**src/rtl/release_gate_stage.sv**
```systemverilog
// -----------------------------------------------------------------------------
// release_gate_stage
//
// Purpose:
//   Registered consumer of an upstream result pair (in1/in2). Nonzero pairs are
//   buffered in a small FIFO and released one word at a time on a valid/ready
//   port. Release is only possible inside an authorization window opened by
//   auth and lasting TIMEOUT cycles, so data only reaches out_data after auth
//   has been seen recently.
//
// Parameters:
//   WIDTH    word width of in1/in2/out_data
//   DEPTH    FIFO entries (pairs), power of 2, >= 2
//   TIMEOUT  window length in cycles after auth, 1..255
//
// Ports:
//   clk          rising-edge clock
//   rst_n        asynchronous active-low reset
//   in1, in2     result pair from upstream
//   in_valid     pair is sampled this cycle
//   auth         opens / refreshes the release window (level)
//   out_data     released word
//   out_src      0 = word came from in1, 1 = from in2
//   out_valid    out_data valid
//   out_ready    consumer accepts when out_valid & out_ready
//   window_open  FSM is ARMED or HOLD
//   fifo_level   number of stored pair entries
//   dropped_cnt  (RELEASE_AUDIT_EN only) saturating count of dropped pairs
//
// Build option:
//   RELEASE_AUDIT_EN  when defined, adds the dropped_cnt output port.
// -----------------------------------------------------------------------------
module release_gate_stage #(
    parameter int WIDTH   = 32,
    parameter int DEPTH   = 4,
    parameter int TIMEOUT = 15
) (
    input  logic                     clk,
    input  logic                     rst_n,
    input  logic [WIDTH-1:0]         in1,
    input  logic [WIDTH-1:0]         in2,
    input  logic                     in_valid,
    input  logic                     auth,
    output logic [WIDTH-1:0]         out_data,
    output logic                     out_src,
    output logic                     out_valid,
    input  logic                     out_ready,
    output logic                     window_open,
`ifdef RELEASE_AUDIT_EN
    output logic [$clog2(DEPTH):0]   fifo_level,
    output logic [7:0]               dropped_cnt
`else
    output logic [$clog2(DEPTH):0]   fifo_level
`endif
);

    localparam int PW = $clog2(DEPTH);
    localparam int LW = PW + 1;

    typedef enum logic [1:0] {
        LOCKED = 2'd0,
        ARMED  = 2'd1,
        HOLD   = 2'd2
    } state_t;

    // Pair storage (no reset needed: only entries below level are ever read)
    logic [WIDTH-1:0] mem_in1_reg [DEPTH];
    logic [WIDTH-1:0] mem_in2_reg [DEPTH];

    logic [PW-1:0]    wr_ptr_reg;
    logic [PW-1:0]    rd_ptr_reg;
    logic [LW-1:0]    level_reg;
    logic             phase_reg;   // half of the head entry in flight / next to send

    state_t           state_reg;
    logic [7:0]       timer_reg;

    logic [WIDTH-1:0] out_data_reg;
    logic             out_src_reg;
    logic             out_valid_reg;

    // ------------------------------------------------------------------
    // Combinational control
    // ------------------------------------------------------------------
    logic             pair_nz;
    logic             fifo_full;
    logic             push;
    logic             accept;
    logic             pop;
    logic [PW-1:0]    cand_ptr;
    logic             cand_phase;
    logic             cand_avail;
    logic [WIDTH-1:0] cand_in1;
    logic [WIDTH-1:0] cand_in2;
    logic             cand_sel;
    logic [WIDTH-1:0] cand_word;
    logic             window_live;
    logic             load;

    always_comb begin
        pair_nz    = (in1 != '0) || (in2 != '0);
        // Full is judged on the registered level, so a pop in the same cycle
        // does not make room for this cycle's push.
        fifo_full  = (level_reg == LW'(DEPTH));
        push       = in_valid && pair_nz && !fifo_full;
        accept     = out_valid_reg && out_ready;

        // The in-flight word is the last one of its entry when it is the in2
        // half, or when the in2 half is zero and will be skipped.
        pop        = accept && (phase_reg || (mem_in2_reg[rd_ptr_reg] == '0));

        // Look past the word being accepted this cycle so the next word can
        // be loaded on the same edge (back-to-back words, no bubble).
        cand_ptr   = pop ? (rd_ptr_reg + 1'b1) : rd_ptr_reg;
        cand_phase = pop ? 1'b0 : (phase_reg | accept);
        cand_avail = pop ? (level_reg > LW'(1)) : (level_reg != '0);
        cand_in1   = mem_in1_reg[cand_ptr];
        cand_in2   = mem_in2_reg[cand_ptr];
        // A zero in1 half is skipped straight to in2
        cand_sel   = cand_phase || (cand_in1 == '0);
        cand_word  = cand_sel ? cand_in2 : cand_in1;

        // Loading is only allowed when the FSM stays ARMED after this edge,
        // so out_valid never rises as the window closes.
        window_live = (state_reg == ARMED) && ((timer_reg != 8'd0) || auth);
        load        = window_live && (!out_valid_reg || accept) && cand_avail;
    end

    // ------------------------------------------------------------------
    // Storage write
    // ------------------------------------------------------------------
    always_ff @(posedge clk) begin
        if (push) begin
            mem_in1_reg[wr_ptr_reg] <= in1;
            mem_in2_reg[wr_ptr_reg] <= in2;
        end
    end

    // ------------------------------------------------------------------
    // FIFO pointers and level
    // ------------------------------------------------------------------
    always_ff @(posedge clk or negedge rst_n) begin
        if (!rst_n) begin
            wr_ptr_reg <= '0;
            rd_ptr_reg <= '0;
            level_reg  <= '0;
        end else begin
            if (push) begin
                wr_ptr_reg <= wr_ptr_reg + 1'b1;
            end
            if (pop) begin
                rd_ptr_reg <= rd_ptr_reg + 1'b1;
            end
            case ({push, pop})
                2'b10:   level_reg <= level_reg + 1'b1;
                2'b01:   level_reg <= level_reg - 1'b1;
                default: level_reg <= level_reg;
            endcase
        end
    end

    // ------------------------------------------------------------------
    // Window FSM, serializer phase and registered output word
    // ------------------------------------------------------------------
    always_ff @(posedge clk or negedge rst_n) begin
        if (!rst_n) begin
            state_reg     <= LOCKED;
            timer_reg     <= 8'd0;
            phase_reg     <= 1'b0;
            out_data_reg  <= '0;
            out_src_reg   <= 1'b0;
            out_valid_reg <= 1'b0;
        end else begin
            case (state_reg)
                LOCKED: begin
                    if (auth) begin
                        state_reg <= ARMED;
                        timer_reg <= 8'(TIMEOUT);
                    end
                end
                ARMED: begin
                    // auth wins over a same-cycle expiry
                    if (auth) begin
                        timer_reg <= 8'(TIMEOUT);
                    end else if (timer_reg != 8'd0) begin
                        timer_reg <= timer_reg - 8'd1;
                    end else if (out_valid_reg && !out_ready) begin
                        state_reg <= HOLD;
                    end else begin
                        state_reg <= LOCKED;
                    end
                end
                HOLD: begin
                    if (auth) begin
                        state_reg <= ARMED;
                        timer_reg <= 8'(TIMEOUT);
                    end else if (accept) begin
                        state_reg <= LOCKED;
                    end
                end
                default: begin
                    state_reg <= LOCKED;
                    timer_reg <= 8'd0;
                end
            endcase

            // phase survives window closure, so a half-sent entry resumes
            // with its in2 word at the next window
            if (load) begin
                out_data_reg  <= cand_word;
                out_src_reg   <= cand_sel;
                out_valid_reg <= 1'b1;
                phase_reg     <= cand_sel;
            end else if (accept) begin
                out_valid_reg <= 1'b0;
                phase_reg     <= cand_phase;
            end
        end
    end

`ifdef RELEASE_AUDIT_EN
    logic [7:0] dropped_cnt_reg;

    always_ff @(posedge clk or negedge rst_n) begin
        if (!rst_n) begin
            dropped_cnt_reg <= 8'd0;
        end else if (in_valid && pair_nz && fifo_full && (dropped_cnt_reg != 8'hFF)) begin
            dropped_cnt_reg <= dropped_cnt_reg + 8'd1;
        end
    end

    assign dropped_cnt = dropped_cnt_reg;
`endif

    assign out_data    = out_data_reg;
    assign out_src     = out_src_reg;
    assign out_valid   = out_valid_reg;
    assign window_open = (state_reg != LOCKED);
    assign fifo_level  = level_reg;

endmodule

```
**config.mk**
```make
export PLATFORM = sky130hd
export DESIGN_NAME = release_gate_stage
export DESIGN_NICKNAME = d
export VERILOG_FILES = /design/src/rtl/release_gate_stage.sv
export SDC_FILE = /design/constraint.sdc
export NUM_CORES = 1
export LEC_CHECK = 0
export CAP_MARGIN = 20
export CORE_UTILIZATION = 40
export CTS_CLUSTER_DIAMETER = 120
export DETAILED_ROUTE_END_ITERATION = 6
export REMOVE_ABC_BUFFERS = 1
export SLEW_MARGIN = 20
export SYNTH_ARGS = -nofsm -noshare
export SYNTH_HDL_FRONTEND = slang
export SYNTH_SLANG_ARGS = --single-unit
```
**constraint.sdc**
```tcl
create_clock -name clk -period 5 [get_ports clk]
set_input_delay 0.75 -clock clk [delete_from_list [all_inputs] [get_ports clk]]
set_output_delay 0.75 -clock clk [all_outputs]
set_load 0.005 [all_outputs]
```
==> results of run 1 <==
## kinds of logic after synthesis
group	Yosys count
AO/OA/AOI/OAI	243
XOR/XNOR	10
adder cells (fa/ha/maj)	10
buffers and inverters	86
flip-flops	308
multiplexers	80
AND/OR/NAND/NOR	376
## through the flow
stage                     instance area [um^2]  hold slack (ns)  setup WS (ns)   util  total power, mW
after floorplan                          14100            0.454          -3.50      -             6.61
after detailed placement                 16400            0.513         0.0565  0.461             8.75
after global routing                     17500            0.402          0.123  0.492             11.7
after global placement                   16400            0.507         0.0642  0.461             8.69
after CTS                                17500            0.375          0.376  0.492             11.2
final                                    17500            0.356          0.212  0.492             11.2
## layer usage
layer | global-route usage | part of all wire | vias up
li1 | - | - | 4689
met1 | 0.339 | 0.43 | 5356
met2 | 0.383 | 0.47 | 497
met3 | 0.0380 | 0.074 | 80
met4 | 0.0925 | 0.035 | 0
met5 | 0 | 0 | -
## Yosys cell counts, types with 3 or more instances
cell      number
nor4_1        52
a31oi_1       13
buf_2          9
or3_1         15
inv_1         14
o21ai_0       36
nor3_1        33
clkbuf_1      54
and2_1         7
o31ai_1        5
o21ai_1        4
o22ai_1       40
mux2i_1       44
nand3_1       27
a32o_1        18
mux4_2        32
a21oi_2       30
mux2_2         4
o32ai_1        3
nand4_1       12
a21oi_1       17
dfrtp_1       52
a221oi_1       8
o22a_1         5
nand2b_1       3
xor2_1         4
buf_6          5
buf_1          3
xnor2_1        6
a211oi_1      24
o31a_1         6
o221ai_1       9
ha_1          10
o41ai_1        3
o211ai_1       5
nand2_1      116
nor3b_1        4
and3_1        22
nor2_1        73
edfxtp_1     256
## area by class of cell
class	count	area, um^2
multi-input combinational	719	5100
sequential	308	8990
inverter	15	56.3
timing repair buffer	173	1630
clock buffer	48	935
fill	3067	18000
tap	461	577
clock inverter	16	180
## placed cells by master (no fill, tap or decap), types with 18 or more instances in the layout
master,n
edfxtp_1,256
nand2_1,116
clkdlybuf4s50_1,105
nor2_1,72
buf_4,61
nor4_1,52
dfrtp_1,52
mux2i_1,44
o22ai_1,40
o21ai_0,36
clkbuf_16,35
nor3_1,33
mux4_2,32
a21oi_2,30
nand3_1,27
a211oi_1,23
and3_1,22
a32o_1,18
## final timing paths
| check | end | slack, ns | cells after the start |
|---|---|---|---|
| max reg2reg | out_src | 0.21 | 13 |
| max | out_src | 0.21 | 13 |
| min in group clk | fifo_level[2] | 0.52 | 1 |
| min | fifo_level[2] | 0.36 | 2 |
| min reg2reg | fifo_level[2] | 0.52 | 1 |
| max in group asynchronous | out_data[21] | 4.14 | 2 |
## critical path: stages (launching register included)
cell	delay, ns
edfxtp_1	0.41
nor4_1	0.51
nand4_1	0.28
o22a_2	0.37
nor3_1	0.52
nor2_2	0.28
buf_4	0.23
mux2i_1	0.14
a221oi_1	0.18
nor4_1	0.51
nand4_1	0.14
or4_2	0.72
buf_12	0.22
a31oi_1	0.19
## report_power, final
| part | internal, mW | switching, mW |
|---|---|---|
| Clock | 1.44 | 1.04 |
| Sequential | 3.45 | 0.397 |
| Combinational | 2.08 | 2.81 |
==> impl_metrics.env, run 1 <==
export IMPL_outcome="completed"
export IMPL_die_area_mm2=0.0368
export IMPL_grt_max_degree=66
export IMPL_synthCells=1113
export IMPL_hold_buffers=0
export IMPL_vias=10600
export IMPL_cts_repair_resized=0
export IMPL_final_setup_skew_ns=0.0276
export IMPL_gr_usage_all_layers=0.243
export IMPL_rsz0062_at_grt="false"
export IMPL_synth_largest_area_cell="edfxtp_1"
export IMPL_yosysSeqAreaShare=0.624
export IMPL_synthMuxAreaShare=0.0838
export IMPL_maxCapViolCount=0
export IMPL_fp_row_count=69
export IMPL_slew_violations=0
export IMPL_setup_viol=0
export IMPL_cts_buffers=35
export IMPL_hold_path_class="input pin to async pin"
export IMPL_overflow=0
export IMPL_ys_types=64
export IMPL_coreArea_mm2=0.0355
export IMPL_cts_root_buf="clkbuf_16"
export IMPL_avgSynthCellArea_um2=12.9
export IMPL_cts_sinks=308
export IMPL_worstPathArrival_ns=5.24
export IMPL_max_freq_ghz=0.209
export IMPL_synth_ff_type="edfxtp_1"
export IMPL_post_drt_wl_per_cell_um=25.4
export IMPL_crit_required_ns=5.45
export IMPL_p_per_area_mw_per_mm2=642
export IMPL_start_util=0.406
export IMPL_endpoint_kind="register"
export IMPL_fin_tns_setup_ns=0
export IMPL_clock_path_buffers=3
export IMPL_syn_area_mm2=0.0144
export IMPL_htree_levels=2
export IMPL_n_antenna_cell=0
export IMPL_synthXorXnorAreaFrac=0.00608
export IMPL_min_period_ns=4.79
export IMPL_synth_top_area_frac=0.534
export IMPL_reg2reg_from="mem_in2_reg[3][25]"
export IMPL_layout_nets=1331
export IMPL_clk_latency_ns=0.53
export IMPL_ys_top_cells_by_area="edfxtp_1 53%, dfrtp_1 9.0%, mux4_2 5.0%, mux2i_1 3.1%, nand2_1 3.0%"
export IMPL_clk_pin_slew_ns=0.06
export IMPL_dp_cells=1676
export IMPL_fin_crit_sh=0.958
export IMPL_synthArstFlopShare=0.169
export IMPL_drive_gt1_frac=0.163
export IMPL_placement_io_buffers=106
export IMPL_final_cell_count_no_fill=1740
export IMPL_synth_seq_cells=308
export IMPL_synth_edf_count=256
export IMPL_start_kind="register"
export IMPL_die_x_um=192
export IMPL_synth_fa_ha_area_frac=0.00869
export IMPL_dieHeight_um=192
export IMPL_tightest_slew_ns=1.03
export IMPL_tritoncts="built"
export IMPL_crit_fanout=34
export IMPL_hold_violations=0
export IMPL_vdd_drop_max_v=0.000357
export IMPL_drc=0
export IMPL_yosys_area_share_simple=0.128
export IMPL_relSlewSlack=0.311
export IMPL_synth_compound_area_share=0.123
export IMPL_num_io_pins=107
export IMPL_dp_hpwl_um=30400
export IMPL_power_leakage_nw=6.13
export IMPL_drt_pass1_iter_count=5
export IMPL_grt_pass1_vias=10500
export IMPL_place_congestion=0.891
export IMPL_grt_pass1_wl_um=65800
export IMPL_drtIter0Drc=1194
export IMPL_drt_wl_total_um=44300
export IMPL_vias_per_cell=6.10
export IMPL_antenna_found_initial=0
export IMPL_synth_top_family_by_area="simple AND/OR/NAND/NOR gates"
export IMPL_crit_type="register to register"
export IMPL_postRouteAntennaNets=0
export IMPL_cp_startpoint="mem_in2_reg[3][25]"
export IMPL_yosysWarnings=0
export IMPL_post_cts_setup_buffers=0
export IMPL_syn2layout_area_growth_pct=21.3
(Power assumes the default switching activity.)
==> inputs of run 2 (changes only) <==
--- a/config.mk
+++ b/config.mk
@@ -5,7 +5,6 @@
 export SDC_FILE = /design/constraint.sdc
 export NUM_CORES = 1
 export LEC_CHECK = 0
-export CAP_MARGIN = 20
 export CORE_UTILIZATION = 40
 export CTS_CLUSTER_DIAMETER = 120
 export DETAILED_ROUTE_END_ITERATION = 6
==> constraint.sdc (replaced) <==
create_clock -name clk -period 4.5 [get_ports clk]
set_input_delay 0.675 -clock clk [delete_from_list [all_inputs] [get_ports clk]]
set_output_delay 0.675 -clock clk [all_outputs]
set_load 0.005 [all_outputs]
==> run 2 against run 1 <==
Fmax grew 13%. Combinational power grew 19%. Routed wire length grew 3.3%. Largest cell class unchanged.
==> impl_metrics.env, run 2 (synthesized netlist as in run 1, its figures left out) <==
export IMPL_outcome="completed"
export IMPL_max_freq_ghz=0.237
export IMPL_drc=0
export IMPL_setup_viol=0
export IMPL_crit_type="register to register"
export IMPL_num_io_pins=107
export IMPL_cts_sinks=308
export IMPL_antenna_found_initial=0
export IMPL_coreArea_mm2=0.0355
export IMPL_p_per_area_mw_per_mm2=719
export IMPL_drive_gt1_frac=0.199
export IMPL_placement_io_buffers=106
export IMPL_start_util=0.406
export IMPL_overflow=0
export IMPL_gr_usage_all_layers=0.251
export IMPL_reg2reg_from="mem_in2_reg[2][17]"
export IMPL_tightest_slew_ns=0.818
export IMPL_tritoncts="built"
export IMPL_postRouteAntennaNets=0
export IMPL_reg2reg_depth=14
export IMPL_crit_fanout=35
export IMPL_r2r_setup_slack_ns=0.28
export IMPL_dp_hpwl_um=31500
export IMPL_endpoint_kind="register"
export IMPL_drt_wl_total_um=45700
export IMPL_cts_buffers=35
export IMPL_grt_pass1_wl_um=68200
export IMPL_die_area_mm2=0.0368
export IMPL_clk_pin_slew_ns=0.06
export IMPL_fin_crit_sh=0.939
export IMPL_drt_pass1_iter_count=5
export IMPL_n_antenna_cell=0
export IMPL_vias_per_cell=6.11
export IMPL_grt_pass1_vias=10800
export IMPL_fin_total_pwr_mw=13.0
export IMPL_hold_buffers=0
export IMPL_dieHeight_um=192
export IMPL_fp_row_count=69
export IMPL_hold_violations=0
export IMPL_die_x_um=192
export IMPL_grt_max_degree=66
export IMPL_clock_path_buffers=3
export IMPL_crit_required_ns=4.96
export IMPL_rsz0062_at_grt="false"
export IMPL_slew_violations=0
export IMPL_cp_startpoint="mem_in2_reg[2][17]"
export IMPL_final_core_util=0.509
export IMPL_min_period_ns=4.22
export IMPL_place_congestion=0.926
export IMPL_htree_levels=2
export IMPL_final_setup_skew_ns=0.0212
export IMPL_worstPathArrival_ns=4.68
export IMPL_vias=10900
export IMPL_final_common_cell="edfxtp_1"
export IMPL_final_cell_mix="256 x edfxtp_1, 116 x nand2_1, 105 x clkdlybuf4s50_1, 87 x buf_4, 72 x nor2_1"
export IMPL_power_leakage_nw=6.40
export IMPL_crit_end="out_src"
export IMPL_clk_latency_ns=0.54
export IMPL_r2r_end="out_src"
export IMPL_cts_root_buf="clkbuf_16"
export IMPL_hold_path_class="input pin to async pin"
export IMPL_finish_instance_area_mm2=0.0181
export IMPL_vdd_drop_max_v=0.000493
export IMPL_fillers=3004
export IMPL_drtIter0Drc=1012
export IMPL_post_drt_wl_per_cell_um=25.7
export IMPL_maxCapViolCount=0
export IMPL_place_area_mm2=0.0167
export IMPL_syn2layout_area_growth_pct=25.4
export IMPL_layout_nets=1368
export IMPL_start_kind="register"
export IMPL_relSlewSlack=0.454
## run 2: area by class of cell
cell class / instances / area [um^2] / share of cell area
well taps: 461 / 577 / 0.0319
flip-flops and latches: 308 / 8990 / 0.498
clock inverters: 22 / 258 / 0.0143
clock buffers: 41 / 898 / 0.0498
multi-input cells: 719 / 5220 / 0.289
repair buffers: 210 / 2050 / 0.114
inverters: 15 / 56.3 / 0.00312
## run 2: worst max-delay path: stages (launching register included)
cell,delay (ns)
edfxtp_1,0.42
nor4_1,0.37
nand4_1,0.26
o22a_4,0.30
or3_1,0.42
buf_12,0.20
and3_1,0.19
a211oi_1,0.18
nor3_1,0.15
nor4_2,0.32
buf_4,0.17
nand4_1,0.12
or4_4,0.62
buf_12,0.19
a31oi_2,0.17
## run 2: per-stage QoR
| step | setup TNS [ns] | std cells | hold slack [ns] | setup WS, ns |
|---|---|---|---|---|
| 5_1_grt | 0 | 1776 | 0.344 | 0.101 |
| 6_report | 0 | 1776 | 0.265 | 0.276 |
| 3_5_place_dp | -1.85 | 1711 | 0.538 | -0.113 |
| 2_1_floorplan | -129.02 | 1042 | 0.379 | -3.92 |
| 4_1_cts | 0 | 1774 | 0.280 | 0.0126 |
| 3_3_place_gp | -4.55 | 1711 | 0.520 | -0.191 |
## run 2: routing by layer
layer,vias to the layer above,track usage,part of all wire
met3,83,0.0446,0.078
met5,-,0,0
li1,4754,-,-
met4,0,0.0821,0.029
met2,500,0.402,0.47
met1,5518,0.345,0.42
## run 2: worst min-delay path by stage
stage	start	to	slack, ns	cells after the start
after floorplan	rst_n	fifo_level[0]	0.38	0
after global placement	fifo_level[2]	fifo_level[2]	0.52	1
after detailed placement	timer_reg[7]	timer_reg[7]	0.54	2
after CTS	rst_n	timer_reg[1]	0.28	2
after global routing	rst_n	fifo_level[0]	0.34	2
final	rst_n	fifo_level[1]	0.26	2
## run 2: power by group
part	internal [mW]	total, mW	switching, mW	leakage, nW
Clock	1.73	2.89	1.16	0.547
Sequential	3.83	4.28	0.444	2.95
Combinational	2.56	5.82	3.26	2.91
## run 2: timing repair
item / CTS / global route
cloned: 0 / 1
pin swaps: 0 / 4
setup endpoints to repair: 2 / 34
setup buffers: 0 / 1
gates resized for setup: 3 / 18
endpoints found under the hold margin: 0 / 0
